--- src/rtl/avg_pkg.sv ---
// Shared AVG opcode definitions used by the sequencer front end and the field decoder.
package avg_pkg;

  typedef enum logic [2:0] {
    OP_VCTR  = 3'd0,
    OP_HALT  = 3'd1,
    OP_SVEC  = 3'd2,
    OP_STORE = 3'd3,
    OP_CNTR  = 3'd4,
    OP_JSR   = 3'd5,
    OP_RTS   = 3'd6,
    OP_JMP   = 3'd7
  } avg_op_t;

  typedef enum logic {
    ST_IDLE = 1'b0,
    ST_RUN  = 1'b1
  } seq_state_t;

  localparam int VCTR_LEN  = 2;
  localparam int JADDR_MSB = 11;
  localparam int OP_MSB    = 15;
  localparam int OP_LSB    = 13;

  function automatic logic [1:0] avg_inst_len(input avg_op_t op);
    return (op == OP_VCTR) ? 2'(VCTR_LEN) : 2'd1;
  endfunction

endpackage

--- src/rtl/avg_ret_stack.sv ---
// JSR return-address LIFO: STACK_DEPTH entries of ADDR_W bits, top visible combinationally.
module avg_ret_stack #(
  parameter int STACK_DEPTH = 4,
  parameter int ADDR_W      = 13
) (
  input  logic              clk,
  input  logic              rst_n,
  input  logic              clear_i,
  input  logic              push_i,
  input  logic              pop_i,
  input  logic [ADDR_W-1:0] push_data_i,
  output logic [ADDR_W-1:0] top_o,
  output logic              full_o,
  output logic              empty_o
);

  localparam int SPW = $clog2(STACK_DEPTH + 1);
  localparam int IW  = (STACK_DEPTH > 1) ? $clog2(STACK_DEPTH) : 1;

  logic [ADDR_W-1:0] mem_q [STACK_DEPTH];
  logic [SPW-1:0]    sp_q;
  logic [SPW-1:0]    sp_d;
  logic [SPW-1:0]    top_idx;

  assign full_o  = (sp_q == SPW'(STACK_DEPTH));
  assign empty_o = (sp_q == '0);
  assign top_idx = sp_q - SPW'(1);
  assign top_o   = empty_o ? '0 : mem_q[IW'(top_idx)];

  always_comb begin
    sp_d = sp_q;
    if (clear_i) begin
      sp_d = '0;
    end else if (push_i && !full_o) begin
      sp_d = sp_q + SPW'(1);
    end else if (pop_i && !empty_o) begin
      sp_d = sp_q - SPW'(1);
    end
  end

  always_ff @(posedge clk) begin
    if (!rst_n) begin
      sp_q <= '0;
    end else begin
      sp_q <= sp_d;
    end
  end

  // Entry storage needs no reset: nothing is visible until sp_q says so.
  always_ff @(posedge clk) begin
    if (rst_n && !clear_i && push_i && !full_o) begin
      mem_q[IW'(sp_q)] <= push_data_i;
    end
  end

endmodule

--- src/rtl/avg_seq_fetch.sv ---
// AVG sequencer front end: prefetches vector memory, assembles 1/2-word instructions,
// executes JMP/JSR/RTS/HALT internally and hands data ops downstream over valid/ready.
module avg_seq_fetch
  import avg_pkg::*;
#(
  parameter int ADDR_W      = 13,
  parameter int FIFO_DEPTH  = 4,
  parameter int STACK_DEPTH = 4
) (
  input  logic              clk,
  input  logic              rst_n,
  input  logic              go,
  input  logic [ADDR_W-1:0] start_addr,
  output logic              mem_rd,
  output logic [ADDR_W-1:0] mem_addr,
  input  logic [15:0]       mem_data,
  output logic              inst_valid,
  input  logic              inst_ready,
  output logic [2:0]        inst_op,
  output logic [15:0]       inst_w0,
  output logic [15:0]       inst_w1,
  output logic [ADDR_W-1:0] inst_pc,
  output logic              busy,
  output logic              halted,
  output logic              err
);

  // Handshake: an instruction transfers on a cycle where inst_valid && inst_ready at
  // posedge clk; once raised, inst_valid and all inst_* fields hold until that transfer.

  localparam int PW = (FIFO_DEPTH > 1) ? $clog2(FIFO_DEPTH) : 1;
  localparam int CW = PW + 1;

  seq_state_t        state_q, state_d;
  logic [ADDR_W-1:0] pc_q, pc_d;
  logic [ADDR_W-1:0] head_pc_q, head_pc_d;
  logic              err_q, err_d;
  logic              rd_pend_q;

  logic [15:0]       fifo_q [FIFO_DEPTH];
  logic [PW-1:0]     rd_ptr_q, rd_ptr_d;
  logic [PW-1:0]     wr_ptr_q, wr_ptr_d;
  logic [CW-1:0]     count_q, count_d;

  logic [15:0]       head_w0, head_w1;
  avg_op_t           head_op;
  logic [1:0]        head_len;
  logic              head_ok;
  logic [ADDR_W-1:0] jtarget;
  logic [CW-1:0]     in_flight;

  logic              flush, fifo_push, fifo_pop, rd_en;
  logic              stk_push, stk_pop, stk_clear, stk_full, stk_empty;
  logic [ADDR_W-1:0] stk_top;

  assign head_w0   = fifo_q[rd_ptr_q];
  assign head_w1   = fifo_q[rd_ptr_q + PW'(1)];
  assign head_op   = avg_op_t'(head_w0[OP_MSB:OP_LSB]);
  assign head_len  = avg_inst_len(head_op);
  assign head_ok   = (state_q == ST_RUN) && (count_q >= CW'(head_len));
  assign jtarget   = ADDR_W'(head_w0[JADDR_MSB:0]);
  assign in_flight = count_q + CW'(rd_pend_q);

  always_comb begin
    state_d   = state_q;
    pc_d      = pc_q;
    head_pc_d = head_pc_q;
    err_d     = err_q;
    flush     = 1'b0;
    fifo_pop  = 1'b0;
    stk_push  = 1'b0;
    stk_pop   = 1'b0;
    stk_clear = 1'b0;
    inst_valid = 1'b0;
    halted    = 1'b0;

    case (state_q)
      ST_IDLE: begin
        if (go) begin
          state_d   = ST_RUN;
          pc_d      = start_addr;
          head_pc_d = start_addr;
          err_d     = 1'b0;
          stk_clear = 1'b1;
        end
      end
      ST_RUN: begin
        if (head_ok) begin
          case (head_op)
            OP_JMP: begin
              flush     = 1'b1;
              pc_d      = jtarget;
              head_pc_d = jtarget;
            end
            OP_JSR: begin
              flush = 1'b1;
              if (stk_full) begin
                err_d   = 1'b1;
                state_d = ST_IDLE;
              end else begin
                stk_push  = 1'b1;
                pc_d      = jtarget;
                head_pc_d = jtarget;
              end
            end
            OP_RTS: begin
              flush = 1'b1;
              if (stk_empty) begin
                err_d   = 1'b1;
                state_d = ST_IDLE;
              end else begin
                stk_pop   = 1'b1;
                pc_d      = stk_top;
                head_pc_d = stk_top;
              end
            end
            OP_HALT: begin
              flush   = 1'b1;
              halted  = 1'b1;
              state_d = ST_IDLE;
            end
            default: begin
              inst_valid = 1'b1;
              if (inst_ready) begin
                fifo_pop  = 1'b1;
                head_pc_d = head_pc_q + ADDR_W'(head_len);
              end
            end
          endcase
        end
      end
      default: state_d = ST_IDLE;
    endcase

    // A flush cycle issues no read, so the only stale word is the one returning now.
    rd_en     = (state_q == ST_RUN) && !flush && (in_flight < CW'(FIFO_DEPTH));
    fifo_push = rd_pend_q && (state_q == ST_RUN) && !flush;
    if (rd_en) begin
      pc_d = pc_q + ADDR_W'(1);
    end

    rd_ptr_d = rd_ptr_q;
    wr_ptr_d = wr_ptr_q;
    count_d  = count_q;
    if (flush) begin
      rd_ptr_d = '0;
      wr_ptr_d = '0;
      count_d  = '0;
    end else begin
      if (fifo_push) begin
        wr_ptr_d = wr_ptr_q + PW'(1);
      end
      if (fifo_pop) begin
        rd_ptr_d = rd_ptr_q + PW'(head_len);
      end
      count_d = count_q + (fifo_push ? CW'(1) : '0) - (fifo_pop ? CW'(head_len) : '0);
    end
  end

  always_ff @(posedge clk) begin
    if (!rst_n) begin
      state_q   <= ST_IDLE;
      pc_q      <= '0;
      head_pc_q <= '0;
      err_q     <= 1'b0;
      rd_pend_q <= 1'b0;
      rd_ptr_q  <= '0;
      wr_ptr_q  <= '0;
      count_q   <= '0;
    end else begin
      state_q   <= state_d;
      pc_q      <= pc_d;
      head_pc_q <= head_pc_d;
      err_q     <= err_d;
      rd_pend_q <= rd_en;
      rd_ptr_q  <= rd_ptr_d;
      wr_ptr_q  <= wr_ptr_d;
      count_q   <= count_d;
    end
  end

  always_ff @(posedge clk) begin
    if (rst_n && fifo_push && !flush) begin
      fifo_q[wr_ptr_q] <= mem_data;
    end
  end

  avg_ret_stack #(
    .STACK_DEPTH(STACK_DEPTH),
    .ADDR_W     (ADDR_W)
  ) u_ret_stack (
    .clk        (clk),
    .rst_n      (rst_n),
    .clear_i    (stk_clear),
    .push_i     (stk_push),
    .pop_i      (stk_pop),
    .push_data_i(head_pc_q + ADDR_W'(1)),
    .top_o      (stk_top),
    .full_o     (stk_full),
    .empty_o    (stk_empty)
  );

  // Fields read zero whenever no instruction is offered.
  assign mem_rd   = rd_en;
  assign mem_addr = rd_en ? pc_q : '0;
  assign inst_op  = inst_valid ? head_w0[OP_MSB:OP_LSB] : 3'd0;
  assign inst_w0  = inst_valid ? head_w0 : 16'd0;
  assign inst_w1  = (inst_valid && head_op == OP_VCTR) ? head_w1 : 16'd0;
  assign inst_pc  = inst_valid ? head_pc_q : '0;
  assign busy     = (state_q == ST_RUN);
  assign err      = err_q;

endmodule

--- config.mk ---
export PLATFORM = sky130hd
export DESIGN_NAME = avg_seq_fetch
export DESIGN_NICKNAME = d
export VERILOG_FILES = /design/src/rtl/avg_pkg.sv /design/src/rtl/avg_ret_stack.sv /design/src/rtl/avg_seq_fetch.sv
export SDC_FILE = /design/constraint.sdc
export NUM_CORES = 1
export LEC_CHECK = 0
export ABC_AREA = 1
export CORE_UTILIZATION = 30
export CTS_CLUSTER_SIZE = 25
export DETAILED_ROUTE_END_ITERATION = 8
export SYNTH_ARGS = -nofsm -noshare
export SYNTH_HDL_FRONTEND = slang
export SYNTH_SLANG_ARGS = --single-unit
--- constraint.sdc ---
create_clock -name clk -period 3.6 [get_ports clk]
set_input_delay 0.36 -clock clk [delete_from_list [all_inputs] [get_ports clk]]
set_output_delay 0.36 -clock clk [all_outputs]
set_load 0.01 [all_outputs]
After elaboration in Yosys (flattened, before gate mapping). Memories as Yosys holds them, arrays and structs flattened. A register that Yosys moved wholly into a read port is not among the register bits. Index checks and enable logic that the tools add are counted.

Bits in writable memories: 116. Output and inout port bits: 66. Memories: 2. Latch bits: 0. Bits in registers: 39. Memory bits (read-only): 0. Input bits: 33. Logic and storage cells: 130.

Shift-type cells: 0. Reduce and logical (&&, ||, !) cells: 26. Mux-type cells: 59. Add/sub/neg operators: 11. Div/mod/pow operators: 0. Eq/ne operators: 19. Magnitude comparators: 2. Multipliers: 0. Bitwise operators: 2.

Memory list: fifo_q (words 4, width 16, rd ports 2, clocked after Yosys merged registers in 1, write ports 1, line avg_seq_fetch.sv:40) `logic [15:0] fifo_q [FIFO_DEPTH];`; u_ret_stack.mem_q (words 4, width 13, rd ports 1, clocked after Yosys merged registers in 0, write ports 1, line avg_ret_stack.sv:20) `logic [ADDR_W-1:0] mem_q [STACK_DEPTH];`.

Operator list (number): 2-to-1 mux 13 bit (9); one-hot mux 13 bit (2 select lines) (2); one-hot mux 13 bit (4 select lines) (1); one-hot mux 13 bit (3 select lines) (1); 2-to-1 mux 1 bit (33); 2-to-1 mux 16 bit (2); adder 13 x 1 -> 13 bit (second input constant) (2); adder 13 x 2 -> 13 bit (1); logical AND 1 bit (13); == test 3 bit (second input constant) (4); AND reduction 5 bit (2); 2-to-1 mux 3 bit (3); inequality test 3 bit (second input constant) (3); 2-to-1 mux 2 bit (4); inequality test 4 bit (second input constant) (2); adder 3 x 1 -> 3 bit (2); logical NOT 3 bit (2); inequality test 3 x 1 -> 1 bit (second input constant) (2); inequality test 3 x 2 -> 1 bit (second input constant) (2); one-hot mux 1 bit (2 select lines) (3); AND reduction 6 bit (1); inequality test 5 x 1 -> 1 bit (second input constant) (1); inequality test 5 x 2 -> 1 bit (second input constant) (1); adder 2 x 1 -> 2 bit (second input constant) (2); 15 further kinds (21).

Depth between registers and ports, before layout.
Word-level depth: 12. Mapped depth: 23. Depth with buffers taken out: 21.

Hierarchy. Synthesis repeated with hierarchy kept, for this count alone.

Cells, all modules: 1061. Area, all modules: 8782.2 µm².

By module, submodules not included: avg_seq_fetch (sequential area each 2682.6 µm², area an instance 6461.2 µm², cells each 859, times used 1); avg_ret_stack (sequential area each 1621.6 µm², area an instance 2321.0 µm², cells each 202, times used 1).

Least setup slack after synthesis. Ideal clock, no wire load.

Kind: register to register. From: reg with a tool-made name. To: reg count_q[2]. Library setup time: 0.116 ns. Period minus slack after synthesis: 3.635 ns. Required time: 3.484 ns. Stages on the path, launching flop included: 24. Buffers on the path: 2. Arrival time: 3.519 ns. Path slack: -0.035 ns. Cell sequence: dfxtp_1 buf_6 inv_6 buf_6 nand2_2 nand3_2 nand2_2 nand3_1 ha_1 inv_1 a21boi_0 nor3_1 nor2_1 inv_1 nor2_4 nand2_1 nor2_1 ha_1 inv_1 ha_1 fa_1 xnor2_1 xnor2_1 nor2_1.

RTL lines: end signal, assigned (line avg_seq_fetch.sv:178) `count_q <= count_d;`; end, declared (line avg_seq_fetch.sv:43) `logic [CW-1:0] count_q, count_d;`.

==> flow_metrics.py <==
metrics = {
    "floorplan": {
        "core_area_sq_mm": 0.0279,
        "io_pins": 99,
        "initial_utilization_pct": 30.7,
        "fp.dieH_um": 171,
        "die_area_sq_mm": 0.0293,
        "fp.dieW_um": 171,
        "rows": 61,
    },
    "grt": {
        "grt_pass1_wl_mm": 39.5,
        "antenna_found_initial": 0,
        "grt_usage_pct": 18.2,
        "grt_overflow_total": 0,
        "grt_start_max_net_pins": 31,
        "grt_pass1_vias": 6997,
    },
    "timing": {
        "slew_headroom_pct": 42.7,
        "whs_ns": 0.468,
        "period_share_pct": 94.9,
        "setup_viol": 0,
        "hold_viol": 0,
        "finalMaxSlewViolations": 0,
        "setup_ws_ns": 0.185,
        "fin_skew_ns": 0.0140,
        "clock.fmax_mhz": 293,
        "fin_crit_ns": 3.41,
        "grt_setup_unrepaired": "true",
        "tns_ns": 0,
        "tightest_slew_ns": 0.858,
    },
    "synthesis": {
        "synthFlopType": "edfxtp_1",
        "synth_area_leaders": "edfxtp_1 (41%), dfxtp_1 (9.6%), nand2_1 (9.4%)",
        "yosysSeqAreaShare_pct": 50.2,
        "syn_avg_cell_area_sq_um": 8.63,
        "ys_ff_latch": 157,
        "netlist.area_leader.share_pct": 40.6,
        "syn_inst": 994,
        "synth-edff-count": 116,
        "synth_cell_type_count": 41,
        "syn_nets": 1048,
        "synthArstFlopShare_pct": 0,
        "synth_area_sq_mm": 0.00858,
        "yosysWarnings": 0,
        "yosys.area.top_type": "edfxtp_1",
    },
    "critical_path": {
        "critPathLaunchType": "flip-flop",
        "path_cells": "buf_4, nand2_1, nand3_2, nand2_2, nand3_4, ha_1, a21boi_1, nor3_2, nor2_2, inv_2, nor2_4, inv_6, a21oi_1, clkdlybuf4s50_1",
        "critPathMaxFanout": 18,
        "path_class": "flip-flop to output port",
        "cp_data_required_time_ns": 3.24,
        "max_stage_delay_ns": 0.56,
        "worst-path-buf-inv": 4,
        "crit_path_top_delay_cell": "clkdlybuf4s50_1",
        "end_kind": "output port",
        "path_delay_family": "buffers and inverters",
        "arrival_ns": 3.05,
    },
    "layout": {
        "layout_commonest_cell": "nand2_1",
        "fin_nets": 1156,
        "diodes": 0,
        "final_layout_size_suffix_gt1_share_pct": 13.0,
        "fillers": 2842,
        "most-common-layout-cells": "nand2_1 (212), nor2_1 (139), edfxtp_1 (116)",
        "synthToLayoutAreaGrowth_pct": 26.9,
        "final_util_pct": 39.0,
    },
    "clock_tree": {
        "hold_buffers": 0,
        "clk_latency_ns": 0.45,
        "root_buffer": "clkbuf_16",
        "clock_sinks": 157,
        "clk_pin_slew_worst_paths_ns": 0.07,
        "cts.path.max_buffers": 2,
        "h-tree-depth": 4,
        "cts_tree": "done",
        "numCtsBuffers": 17,
    },
    "power_and_ir_drop": {
        "pwr-share-comb_pct": 18.8,
        "power_frac_clock_pct": 37.6,
        "intPower_uw": 3340,
        "p_leak_uw": 0.00495,
        "ir_worst_vdd_mv": 0.258,
        "switching_share_pct": 30.8,
        "power_switching_uw": 1490,
        "pwr-share-seq_pct": 43.7,
        "power.density_mw_per_mm2": 444,
    },
    "route": {
        "drt-initial-drc-count": 830,
        "wire_per_inst_um": 17.7,
        "drt_pass1_iterations": 6,
        "viasPerCell": 5.11,
        "vias": 7626,
        "drc": 0,
        "drtAntennaViolNets": 0,
        "wl_mm": 26.4,
    },
    "place": {
        "gp_congestion": 0.879,
        "dp.final_hpwl_mm": 18.5,
        "dpl_worst_slack_ns": -0.141,
        "numPortBuffers": 98,
    },
    "outcome": {
        "status": "complete, no violations",
    },
    "hold_path": {
        "hold_class": "flip-flop to flip-flop",
    },
    "flow_run": {
        "drv_cap": 0,
    },
}
-- Yosys cell counts (10+ instances only) --
master,n
a21oi_1,35
clkbuf_1,21
edfxtp_1,116
xor2_1,33
o21ai_0,49
nand3_1,47
o211ai_1,11
nor3_1,11
o22ai_1,39
inv_1,82
nor2_1,148
nand2_1,214
a211oi_1,14
nand2_2,10
dfxtp_1,41
ha_1,19
nand4_1,10
o21ai_1,10
-- what timing repair did --
item                       in CTS  in global routing
buffers inserted                3                  6
gates cloned                    1                  1
setup endpoints to repair      63                 65
pin swaps                       1                  4
gates resized for setup        32                 62
-- worst reg2reg max path, cell delays in order, from the launching register on --
cell and delay, ns:
dfxtp_4 0.38, buf_4 0.14, nand2_1 0.06, nand3_2 0.08, nand2_2 0.09, nand3_4 0.09
ha_1 0.27, a21boi_1 0.14, nor3_2 0.26, nor2_2 0.07, inv_2 0.13, nor2_4 0.06
buf_4 0.15, nand2_4 0.08, nor2_1 0.05, ha_1 0.26, inv_1 0.03, ha_1 0.18
fa_1 0.38, xnor2_1 0.17, xnor2_1 0.13, nor2_1 0.06
-- worst paths after layout --
kind / startpoint / endpoint / slack (ns) / depth (start not counted)
setup reg to reg: flip-flop / count_q[2] / 0.21 / 21
setup / recovery: flip-flop / inst_w0[3] / 0.19 / 14
hold / removal: err / err / 0.47 / 2
hold reg to reg: err / err / 0.47 / 2
-- kinds of logic (layout without fill, tap and decap cells) --
kind of cell               after synthesis  in the layout  synth area share, %
buffers and inverters                  136            255                 7.12
DFF                                    157            157                 50.2
and+or+nand+nor                        466            468                 23.4
adders and majority gates               21             21                 3.24
xor gates and xnor gates                37             37                 3.78
AOI/OAI and AO/OA                      177            177                 12.3
-- per-stage QoR --
step | area, sq um | power [uW] | instances
floorplan | 8580 | 2690 | 994
global placement | 9970 | 2980 | 1450
detailed placement | 9970 | 2990 | 1450
CTS | 10700 | 4800 | 1486
global route | 10900 | 5010 | 1493
finish | 10900 | 4830 | 1493
-- power by group through the flow --
| stage | clock (uW) | combinational, uW | sequential, uW |
|---|---|---|---|
| 6_report | 1810 | 907 | 2110 |
| 5_1_grt | 1890 | 1000 | 2120 |
| 4_1_cts | 1820 | 872 | 2110 |
| 3_5_place_dp | 0 | 844 | 2140 |
| 3_3_place_gp | 0 | 837 | 2140 |
| 2_1_floorplan | 0 | 577 | 2120 |
-- per-layer routing --
layer / vias up / part of all wire, % / global-route usage [%]
met4: 0 / 1.6 / 5.36
met5: - / 0 / 0
met2: 327 / 45 / 28.5
li1: 3572 / - / -
met1: 3694 / 45 / 25.4
met3: 33 / 7.7 / 3.38
-- area by class of cell --
type	count	area [sq um]	share of cell area [%]
well taps	378	473	4.34
multi-input cells	703	3830	35.2
clock buffers	18	429	3.94
repair buffers	134	1350	12.4
inverters	89	347	3.18
clock inverters	14	149	1.37
flip-flops and latches	157	4310	39.6
-- state kept, by name, summed over array words and instances, names as in the netlist, named ones only --
register,count
busy,1
count_q,3
err,1
fifo_q,64
head_pc_q,13
pc_q,13
rd_pend_q,1
rd_ptr_q,2
u_ret_stack.mem_q,52
u_ret_stack.sp_q,3
wr_ptr_q,2
(Power assumes the default switching activity.)
